<file path="config.mk">
export PLATFORM = sky130hd
export DESIGN_NAME = length_counter_bank
export DESIGN_NICKNAME = d
export VERILOG_FILES = /design/src/rtl/length_counter_bank.sv
export SDC_FILE = /design/constraint.sdc
export NUM_CORES = 1
export LEC_CHECK = 0
export BUFFER_PORTS_ARGS = -buffer_cell sky130_fd_sc_hd__buf_2
export CELL_PAD_IN_SITES_DETAIL_PLACEMENT = 0
export CELL_PAD_IN_SITES_GLOBAL_PLACEMENT = 1
export CORE_MARGIN = 4
export CORE_UTILIZATION = 33
export DETAILED_ROUTE_END_ITERATION = 16
export PLACE_DENSITY_LB_ADDON = 0.2
export SYNTH_ARGS = -nofsm -noshare
export SYNTH_HDL_FRONTEND = slang
export SYNTH_SLANG_ARGS = --single-unit
</file>
<file path="constraint.sdc">
create_clock -name CLK -period 4.5 [get_ports CLK]
set_input_delay 0 -clock CLK [delete_from_list [all_inputs] [get_ports CLK]]
set_output_delay 0 -clock CLK [all_outputs]
set_load 0.02 [all_outputs]
</file>
<file path="src/rtl/length_counter_bank.sv">
// Bank of NCH length counters. Each counter is loaded from the shared 32-entry decode ROM,
// cleared when its enable bit drops, and stepped down on half-frame ticks unless halted.
module length_counter_bank #(
  parameter int NCH          = 4,
  parameter int CNT_W        = 8,
  parameter bit RELOAD_QUIRK = 1'b1
) (
  input  logic               CLK,
  input  logic               RES,
  input  logic [NCH-1:0]     load_ch,
  input  logic [4:0]         load_idx,
  input  logic               en_wr,
  input  logic [NCH-1:0]     en_data,
  input  logic [NCH-1:0]     halt,
  input  logic               tick,
  output logic [NCH-1:0]     active,
  output logic [NCH-1:0]     expired,
  output logic [NCH*CNT_W-1:0] count
);

  logic [CNT_W-1:0] cnt_q [NCH];
  logic [CNT_W-1:0] cnt_d [NCH];
  logic [NCH-1:0]   en_q;
  logic [NCH-1:0]   en_next;
  logic [NCH-1:0]   exp_d;
  logic [7:0]       rom_val;
  logic [CNT_W-1:0] load_val;

  always_comb begin
    rom_val = 8'd0;
    case (load_idx)
      5'd0:  rom_val = 8'd10;   5'd1:  rom_val = 8'd254;
      5'd2:  rom_val = 8'd20;   5'd3:  rom_val = 8'd2;
      5'd4:  rom_val = 8'd40;   5'd5:  rom_val = 8'd4;
      5'd6:  rom_val = 8'd80;   5'd7:  rom_val = 8'd6;
      5'd8:  rom_val = 8'd160;  5'd9:  rom_val = 8'd8;
      5'd10: rom_val = 8'd60;   5'd11: rom_val = 8'd10;
      5'd12: rom_val = 8'd14;   5'd13: rom_val = 8'd12;
      5'd14: rom_val = 8'd26;   5'd15: rom_val = 8'd14;
      5'd16: rom_val = 8'd12;   5'd17: rom_val = 8'd16;
      5'd18: rom_val = 8'd24;   5'd19: rom_val = 8'd18;
      5'd20: rom_val = 8'd48;   5'd21: rom_val = 8'd20;
      5'd22: rom_val = 8'd96;   5'd23: rom_val = 8'd22;
      5'd24: rom_val = 8'd192;  5'd25: rom_val = 8'd24;
      5'd26: rom_val = 8'd72;   5'd27: rom_val = 8'd26;
      5'd28: rom_val = 8'd16;   5'd29: rom_val = 8'd28;
      5'd30: rom_val = 8'd32;   5'd31: rom_val = 8'd30;
      default: rom_val = 8'd0;
    endcase
  end

  assign load_val = CNT_W'(rom_val);

  // Loads see the enable value written in the same cycle.
  assign en_next = en_wr ? en_data : en_q;

  always_comb begin
    exp_d = '0;
    for (int i = 0; i < NCH; i++) begin
      cnt_d[i] = cnt_q[i];
      if (!en_next[i]) begin
        cnt_d[i] = '0;
      end else if (load_ch[i] && !(RELOAD_QUIRK && tick && (cnt_q[i] != '0))) begin
        cnt_d[i] = load_val;
      end else if (tick && !halt[i] && (cnt_q[i] != '0)) begin
        cnt_d[i] = cnt_q[i] - CNT_W'(1);
        exp_d[i] = (cnt_q[i] == CNT_W'(1));
      end
    end
  end

  always_ff @(posedge CLK) begin
    if (RES) begin
      en_q    <= '0;
      expired <= '0;
      for (int i = 0; i < NCH; i++) cnt_q[i] <= '0;
    end else begin
      en_q    <= en_next;
      expired <= exp_d;
      for (int i = 0; i < NCH; i++) cnt_q[i] <= cnt_d[i];
    end
  end

  always_comb begin
    for (int i = 0; i < NCH; i++) begin
      count[i*CNT_W +: CNT_W] = cnt_q[i];
      active[i]               = (cnt_q[i] != '0);
    end
  end

endmodule
</file>
==> metrics.csv, run 1 <==
metric,value,unit
synthArstFlopShare,0,
max_slew_margin,0.369,
skew,2.56,ps
hold_path.class,in2reg,
p_per_area,268,nW/um2
grt_max_degree,18,
whs_path_depth,4,
dpl.hpwl,5470,um
period_share,0.512,
wl,7410,um
worstSetupEndpointType,flop,
nets,418,
syn_avg_cell_area,7.94,um2
syn_inst,327,
timing.setup.tns,0,ps
grtUsageTotal,0.154,
grt_pass1_vias,2357,
syn_nets,365,
clock.fmax,434,MHz
p_seq_frac,0.463,
pre_cts_slack,2220,ps
synth_ff_type,dfxtp_1,
cp_max_fo,7,
r2r_start,cnt_q[0][16],
r2r_cells,7,
yosysWarnings,0,
dieArea,9350,um2
antenna_found_initial,0,
clk_latency,280,ps
first_iter_violations,156,
initial_utilization,0.338,
core_area,7690,um2
power_frac_comb,0.266,
reg2reg_slack,2200,ps
antenna_cells,0,
postPlaceCellArea,2970,um2
synth-seq-cells,40,
cts_tree,yes,
outcome,finished clean,
internal_power,543,uW
cts_setup_buffers,0,
ios,61,
seq_area_frac_synth,0.309,
ir_worst_vdd,0.124,mV
cts_resized,0,
fin_area,3040,um2
period_needed,2300,ps
rr_endpoint,cnt_q[0][20],
drive_gt1_frac,0.220,
ant_nets,0,
worstHoldStart,load_ch[2],
fp.dieH,96.7,um
cts_root_buffer,clkbuf_8,
worstMarginPinSlew,940,ps
cts.sinks,40,
fin_util,0.395,
postCtsHoldBufs,0,
gr-total-overflow,0,
hold_violations,0,
report.final.setup_viol,0,
p_leak,0.00130,uW
via_per_inst,5.32,
grt_pass1_wl,12000,um
die_x,96.7,um
pwr-share-clk,0.271,
path_clk_slew,70,ps
synth_cell_type_count,54,
syn2layout_area_growth,17.1,%
p_switching,270,uW
fin_ws,2200,ps
dr.pass1.iters,4,
synth_area,2590,um2
drv_cap,0,
arrival,2480,ps
hold_path_end,cnt_q[0][22],
crit_path_start_kind,flop,
h-tree-depth,2,
drv_slew,0,
wl_per_cell,15.4,um
placementRows,32,
gp_congestion,0.831,
synth-edff-count,0,
num_vias,2555,
clock_path_buffers,2,
switching_share,0.332,
route.detailed.drc,0,
crit_type,reg2reg,
rsz0062_at_grt,false,
io_buffers,60,
required,4670,ps
numCtsBuffers,5,
synthesized netlist by cell type, types with 8 or more instances:
library cell	number	area (um2)
o21ai_0	8	40.0
nor2_1	18	67.6
nand3_1	24	120
a21oi_1	29	145
dfxtp_1	40	801
clkbuf_1	12	45.0
nand2_1	22	82.6
ha_1	17	213
a31oi_1	9	56.3
nor3_1	15	75.1
nand2b_1	9	56.3
inv_1	17	63.8
routing by layer:
metal / part of all wire / vias up / GRT usage
met5: 0 / - / 0
li1: - / 1304 / -
met3: 0.043 / 4 / 0.0303
met2: 0.45 / 75 / 0.243
met4: 0.0061 / 0 / 0.0378
met1: 0.50 / 1172 / 0.217
metrics by stage:
| step | cells | total power, uW | hold WS, ps |
|---|---|---|---|
| 6_report | 480 | 813 | 102 |
| 3_3_place_gp | 475 | 602 | 380 |
| 3_5_place_dp | 475 | 601 | 382 |
| 2_1_floorplan | 327 | 536 | 242 |
| 4_1_cts | 480 | 822 | 78.4 |
| 5_1_grt | 480 | 861 | 122 |
critical path, stage by stage, from the launching register on:
cell      delay (ps)
dfxtp_1          350
inv_1            130
ha_1             160
or4b_2           640
o21ai_1          470
nor3_1           100
a311oi_1         250
a21oi_1          100
state kept, by name, summed over array words and instances, names as in the netlist:
| register | count |
|---|---|
| en_q | 4 |
| cnt_q | 32 |
| expired | 4 |
final cells by class:
type / instances / area (um2)
tap: 102 / 128
fill: 827 / 4650
clock buffer: 5 / 68.8
timing repair buffer: 60 / 300
sequential: 40 / 801
multi-input combinational: 256 / 1680
inverter: 17 / 63.8
worst max-delay path by stage:
| stage | from | endpoint | slack [ps] | cells past startpoint |
|---|---|---|---|---|
| 5_1_grt | cnt_q[0][16] | cnt_q[0][20] | 2040 | 7 |
| 3_3_place_gp | cnt_q[0][16] | cnt_q[0][20] | 2280 | 7 |
| 3_5_place_dp | cnt_q[0][16] | cnt_q[0][20] | 2220 | 7 |
| 6_report | cnt_q[0][16] | cnt_q[0][20] | 2200 | 7 |
| 2_1_floorplan | cnt_q[0][16] | cnt_q[0][20] | 2340 | 7 |
| 4_1_cts | cnt_q[0][16] | cnt_q[0][20] | 2210 | 7 |
power groups by stage:
stage | registers (uW) | clock network [uW] | logic, uW
finish | 377 | 220 | 216
global placement | 385 | 0 | 217
CTS | 377 | 228 | 217
floorplan | 393 | 0 | 143
global route | 379 | 242 | 239
detailed placement | 385 | 0 | 216
cell usage in the layout (no fill, tap or decap), drive strengths merged, types with 5 or more instances in the layout:
cell and n:
xnor2 6, a31oi 9, nand3 24, dfxtp 40
nor3 15, clkbuf 5, nand2b 9, buf 60
nand2 22, ha 17, nand4 5, a21oi 30
a22oi 5, nor4 6, o21ai 9, or2 6
or3 5, nor2 18, inv 17, mux2i 6
cells by family (layout without fill, tap and decap cells):
kind of cell | count (synthesis) | after routing | share of synthesized area
xor gates and xnor gates | 7 | 7 | 0.0236
buffers and inverters | 31 | 82 | 0.0453
and+or+nand+nor | 135 | 135 | 0.280
AOI/OAI and AO/OA | 90 | 90 | 0.233
DFF | 40 | 40 | 0.309
adders and majority gates | 17 | 17 | 0.0820
muxes | 7 | 7 | 0.0275
Note: power is estimated with default switching activity, not from simulation.
==> inputs of run 2 (changes only) <==
==> constraint.sdc (replaced) <==
create_clock -name CLK -period 2 [get_ports CLK]
set_input_delay 0 -clock CLK [delete_from_list [all_inputs] [get_ports CLK]]
set_output_delay 0 -clock CLK [all_outputs]
set_load 0.02 [all_outputs]
==> run 2 against run 1 <==
  * Via count up 3.6%
  * First-iteration DRC count down 17%
  * Core utilization up 2.8 points
  * Flip-flop and latch count unchanged
  * Sequential share of layout area down 1.7 points
  * Critical path depth down 2
  * Final cell count up 4.2%
  * Register-to-register slack worse by 2200 ps
  * Hold slack worse by 24 ps
  * Total power rose to 2.5 times the previous value
==> metrics.csv, run 2 (synthesized netlist as in run 1, its figures left out) <==
metric,value,unit,change
outcome,finished clean,,unchanged
gr-total-overflow,0,,unchanged
route.detailed.drc,0,,unchanged
dpl.hpwl,5730,um,was 5470 um
r2r_start,cnt_q[0][24],,was cnt_q[0][16]
p_per_area,629,nW/um2,was 268 nW/um2
max_slew_margin,0.506,,was 0.369
io_buffers,60,,unchanged
rsz0062_at_grt,true,,was false
p_leak,0.00142,uW,was 0.00130 uW
numCtsBuffers,5,,unchanged
postPlaceCellArea,3140,um2,was 2970 um2
layout_common_cells,"buf_2, dfxtp_1, a21oi_1",,unchanged
postCtsHoldBufs,0,,unchanged
drv_cap,0,,unchanged
largest_reg_flops,32,,unchanged
num_vias,2648,,was 2555
fill_cells,841,,was 827
crit_path_start_kind,flop,,unchanged
cts_tree,yes,,unchanged
cp_max_fo,4,,was 7
syn2layout_area_growth,25.5,%,was 17.1%
die_x,96.7,um,unchanged
drive_gt1_frac,0.281,,was 0.220
skew,10.2,ps,was 2.56 ps
grt_pass1_vias,2559,,was 2357
drv_slew,0,,unchanged
worstSetupEndpointType,flop,,unchanged
hold_violations,0,,unchanged
cp-endpoint,cnt_q[0][31],,was cnt_q[0][20]
cts_root_buffer,clkbuf_8,,unchanged
dr.pass1.iters,4,,unchanged
cts.sinks,40,,unchanged
wl_per_cell,15.1,um,was 15.4 um
clk_latency,290,ps,was 280 ps
worstMarginPinSlew,733,ps,was 940 ps
first_iter_violations,130,,was 156
fin_area,3260,um2,was 3040 um2
multi_input_area,1730,um2,was 1680 um2
antenna_cells,0,,unchanged
ant_nets,0,,unchanged
clock_path_buffers,2,,unchanged
period_needed,1970,ps,was 2300 ps
via_per_inst,5.30,,was 5.32
required,2220,ps,was 4670 ps
dp.cells,492,,was 475
period_share,0.986,,was 0.512
grt_pass1_wl,12700,um,was 12000 um
nets,435,,was 418
placementRows,32,,unchanged
clock.fmax,507,MHz,was 434 MHz
h-tree-depth,2,,unchanged
largestRegisters,"cnt_q x32, en_q x4, expired x4",,unchanged
antenna_found_initial,0,,unchanged
grtUsageTotal,0.161,,was 0.154
cts_setup_buffers,0,,unchanged
r2r_cells,5,,was 7
arrival,2190,ps,was 2480 ps
initial_utilization,0.338,,unchanged
core_area,7690,um2,unchanged
reg2reg_slack,30,ps,was 2200 ps
final_common_cell,buf_2,,unchanged
largest-register,cnt_q,,unchanged
ir_worst_vdd,0.479,mV,was 0.124 mV
fp.dieH,96.7,um,unchanged
wl,7530,um,was 7410 um
hold_path.class,in2reg,,unchanged
rr_endpoint,cnt_q[0][31],,was cnt_q[0][20]
startpoint,cnt_q[0][24],,was cnt_q[0][16]
report.final.setup_viol,0,,unchanged
gp_congestion,0.827,,was 0.831
grt_max_degree,18,,unchanged
dieArea,9350,um2,unchanged
path_clk_slew,90,ps,was 70 ps
stdcell_count,500,,was 480
crit_type,reg2reg,,unchanged
final-seq-area,803,um2,was 801 um2
ios,61,,unchanged
run 2: cell types whose count changed in the layout (fill, tap and decap cells not counted), sizes merged:
cell	delta
clkbuf	+1
buf	+17
bufinv	+1
clkinv	+1
run 2: power by group:
| part | internal, uW | switching, uW | leakage (uW) | total, uW |
|---|---|---|---|---|
| clock | 371 | 292 | 0.0000552 | 663 |
| combinational | 216 | 322 | 0.00104 | 539 |
| sequential | 820 | 26.6 | 0.000325 | 847 |
run 2: area by class of cell:
cell class	instances	share of cell area
clock inverter	2	0.0108
timing repair buffer	77	0.131
multi-input combinational	256	0.530
tap	102	0.0392
inverter	17	0.0196
clock buffer	6	0.0223
sequential	40	0.247
run 2: metrics by stage:
stage           util  power, uW  worst slack (ps)  TNS, ps  hold WS [ps]
5_1_grt        0.424       2170             -27.1    -27.1           108
6_report       0.424       2050              27.8        0          78.0
3_3_place_gp   0.409       1410              57.1        0           383
2_1_floorplan      -       1220              27.6        0           242
4_1_cts        0.423       2080              15.6        0          81.2
3_5_place_dp   0.409       1400              11.6        0           404
run 2: critical path: stages (launching register included):
cell       delay (ps)
dfxtp_2           340
or4b_4            540
a2111o_1          320
or4_4             420
a2bb2oi_1         150
a21oi_2           140
run 2: layer usage:
| layer | vias to the layer above | wire length, um | GRT usage |
|---|---|---|---|
| li1 | 1352 | - | - |
| met1 | 1244 | 3590 | 0.218 |
| met2 | 50 | 3520 | 0.265 |
| met3 | 2 | 387 | 0.0389 |
| met4 | 0 | 32 | 0.0259 |
| met5 | - | 0 | 0 |
run 2: worst min-delay path by stage:
| stage | start | depth (start not counted) | endpoint |
|---|---|---|---|
| after floorplan | load_ch[2] | 3 | cnt_q[0][22] |
| after global placement | load_ch[2] | 4 | cnt_q[0][22] |
| after detailed placement | load_ch[2] | 4 | cnt_q[0][22] |
| after CTS | load_ch[2] | 4 | cnt_q[0][22] |
| after global routing | load_ch[2] | 4 | cnt_q[0][22] |
| final | load_ch[2] | 4 | cnt_q[0][22] |
run 2: what timing repair did:
action | CTS | global route
setup endpoints to repair | 1 | 6
resized for setup | 1 | 2
hold endpoints to repair | 0 | 0
==> inputs of run 3 (changes only) <==
==> constraint.sdc (replaced) <==
create_clock -name CLK -period 2 [get_ports CLK]
set_input_delay 0.2 -clock CLK [delete_from_list [all_inputs] [get_ports CLK]]
set_output_delay 0.2 -clock CLK [all_outputs]
set_load 0.02 [all_outputs]
==> run 3 against run 2 <==
  * Sequential share of layout area is 0.20 points lower
  * Combinational power rose by 3%
  * Total power decreased by 3.2%
  * Clock-buffer cell count unchanged
  * Design area increased by 1.3%
  * Worst setup slack better by 7.4 ps
  * Via count is 0.76% higher
  * First-iteration DRC count fell by 8.5%
  * Clock power decreased by 12%
  * Final cell count is 1.2% higher
  * Largest power group unchanged
==> metrics.csv, run 3 (synthesized netlist as in run 1, its figures left out) <==
metric,value,unit,change
wl_per_cell,15.3,um,was 15.1 um
hold_path_end,cnt_q[0][22],,unchanged
antenna_found_initial,0,,unchanged
period_needed,1960,ps,was 1970 ps
clk_latency,290,ps,about the same
worstHoldStart,load_ch[2],,unchanged
dieArea,9350,um2,unchanged
nets,441,,was 435
whs_path_depth,4,,unchanged
p_leak,0.00145,uW,was 0.00142 uW
max_slew_margin,0.544,,was 0.506
required,2230,ps,was 2220 ps
drv_slew,0,,unchanged
period_share,0.982,,was 0.986
critPathSlowestCell,or4b_4,,unchanged
num_vias,2668,,was 2648
report.final.setup_viol,0,,unchanged
ant_nets,0,,unchanged
gp_congestion,0.875,,was 0.827
initial_utilization,0.338,,unchanged
via_per_inst,5.27,,was 5.30
critPathTopFamily,simple AND/OR/NAND/NOR gates,,unchanged
worstMarginPinSlew,678,ps,was 733 ps
skew,7.75,ps,was 10.2 ps
path_cells,"or4b_4, a2111o_1, or4_4, a2bb2oi_2, a21oi_2",,"was or4b_4, a2111o_1, or4_4, a2bb2oi_1, a21oi_2"
grt_max_degree,18,,unchanged
reg2reg_slack,40,ps,was 30 ps
crit_type,reg2reg,,unchanged
grtUsageTotal,0.166,,was 0.161
postCtsHoldBufs,0,,unchanged
gr-total-overflow,0,,unchanged
wl,7760,um,was 7530 um
grt_pass1_wl,13100,um,was 12700 um
clock.fmax,509,MHz,was 507 MHz
r2r_start,cnt_q[0][24],,unchanged
syn2layout_area_growth,27.1,%,was 25.5%
dr.pass1.iters,4,,unchanged
hold_path.class,in2reg,,unchanged
io_buffers,60,,unchanged
route.detailed.drc,0,,unchanged
die_x,96.7,um,unchanged
antenna_cells,0,,unchanged
largest_reg_flops,32,,unchanged
drive_gt1_frac,0.304,,was 0.281
fin_util,0.429,,was 0.424
largest-register,cnt_q,,unchanged
fill_cells,856,,was 841
crit_path_start_kind,flop,,unchanged
ir_worst_vdd,0.344,mV,was 0.479 mV
grt_pass1_vias,2672,,was 2559
layout_common_cells,"buf_2, dfxtp_1, a21oi_1",,unchanged
numCtsBuffers,5,,unchanged
ios,61,,unchanged
clock_path_buffers,2,,unchanged
first_iter_violations,119,,was 130
placementRows,32,,unchanged
fp.dieH,96.7,um,unchanged
p_per_area,601,nW/um2,was 629 nW/um2
path_clk_slew,90,ps,about the same
arrival,2190,ps,about the same
h-tree-depth,2,,unchanged
rr_endpoint,cnt_q[0][31],,unchanged
drv_cap,0,,unchanged
r2r_cells,5,,unchanged
cts.sinks,40,,unchanged
core_area,7690,um2,unchanged
whs,306,ps,was 78.0 ps
hold_violations,0,,unchanged
outcome,finished clean,,unchanged
slowest_delay,530,ps,was 540 ps
crit_buf_inv,0,,unchanged
cts_tree,yes,,unchanged
dpl.hpwl,5910,um,was 5730 um
final_common_cell,buf_2,,unchanged
rsz0062_at_grt,true,,unchanged
cts_root_buffer,clkbuf_8,,unchanged
largestRegisters,"cnt_q x32, en_q x4, expired x4",,unchanged
cp_max_fo,4,,unchanged
startpoint,cnt_q[0][24],,unchanged
worstSetupEndpointType,flop,,unchanged
[run 3: worst max path at each step]
| stage | endpoint | slack, ps | cells past startpoint |
|---|---|---|---|
| after floorplan | cnt_q[0][31] | 30 | 5 |
| after global placement | cnt_q[0][31] | 50 | 5 |
| after detailed placement | cnt_q[0][23] | 30 | 7 |
| after CTS | cnt_q[0][31] | 8 | 5 |
| after global routing | cnt_q[0][31] | -40 | 5 |
| final | cnt_q[0][31] | 40 | 5 |
[run 3: through the flow]
step / total power [uW] / TNS [ps] / setup slack (ps) / area (um2) / instances
after floorplan: 1220 / 0 / 27.6 / 2640 / 327
after global placement: 1410 / 0 / 46.7 / 3180 / 497
final: 1980 / 0 / 35.2 / 3300 / 506
after global routing: 2080 / -43.4 / -43.4 / 3300 / 506
after CTS: 1990 / 0 / 8.20 / 3280 / 506
after detailed placement: 1410 / 0 / 30.4 / 3180 / 497
[run 3: layer usage]
layer | up-vias | track usage | routed length, um
met5 | - | 0 | 0
met4 | 0 | 0.0270 | 31
met3 | 2 | 0.0332 | 409
met2 | 69 | 0.274 | 3620
met1 | 1246 | 0.228 | 3700
li1 | 1351 | - | -
[run 3: power by group]
part | leakage, uW | switching [uW] | internal (uW)
Sequential | 0.000326 | 26.6 | 819
Clock | 0.0000510 | 305 | 276
Combinational | 0.00107 | 328 | 228
Total | 0.00145 | 659 | 1320
[run 3: area by class of cell]
class	count	area [um2]	area share
clock buffer	6	82.6	0.0250
tap	102	128	0.0387
multi-input combinational	256	1730	0.525
clock inverter	2	10.0	0.00303
sequential	40	807	0.245
timing repair buffer	83	475	0.144
inverter	17	63.8	0.0193
[run 3: worst reg2reg max path, stage by stage, from the launching register on]
cell	delay, ps
dfxtp_2	340
or4b_4	530
a2111o_1	320
or4_4	430
a2bb2oi_2	150
a21oi_2	140
[run 3: repair_timing]
action                                  4_1_cts  5_1_grt
pin swaps                                     0        1
resized for setup                             1        8
hold endpoints to repair                      0        0
endpoints found under the setup margin        1        8
buffers inserted                              1        0
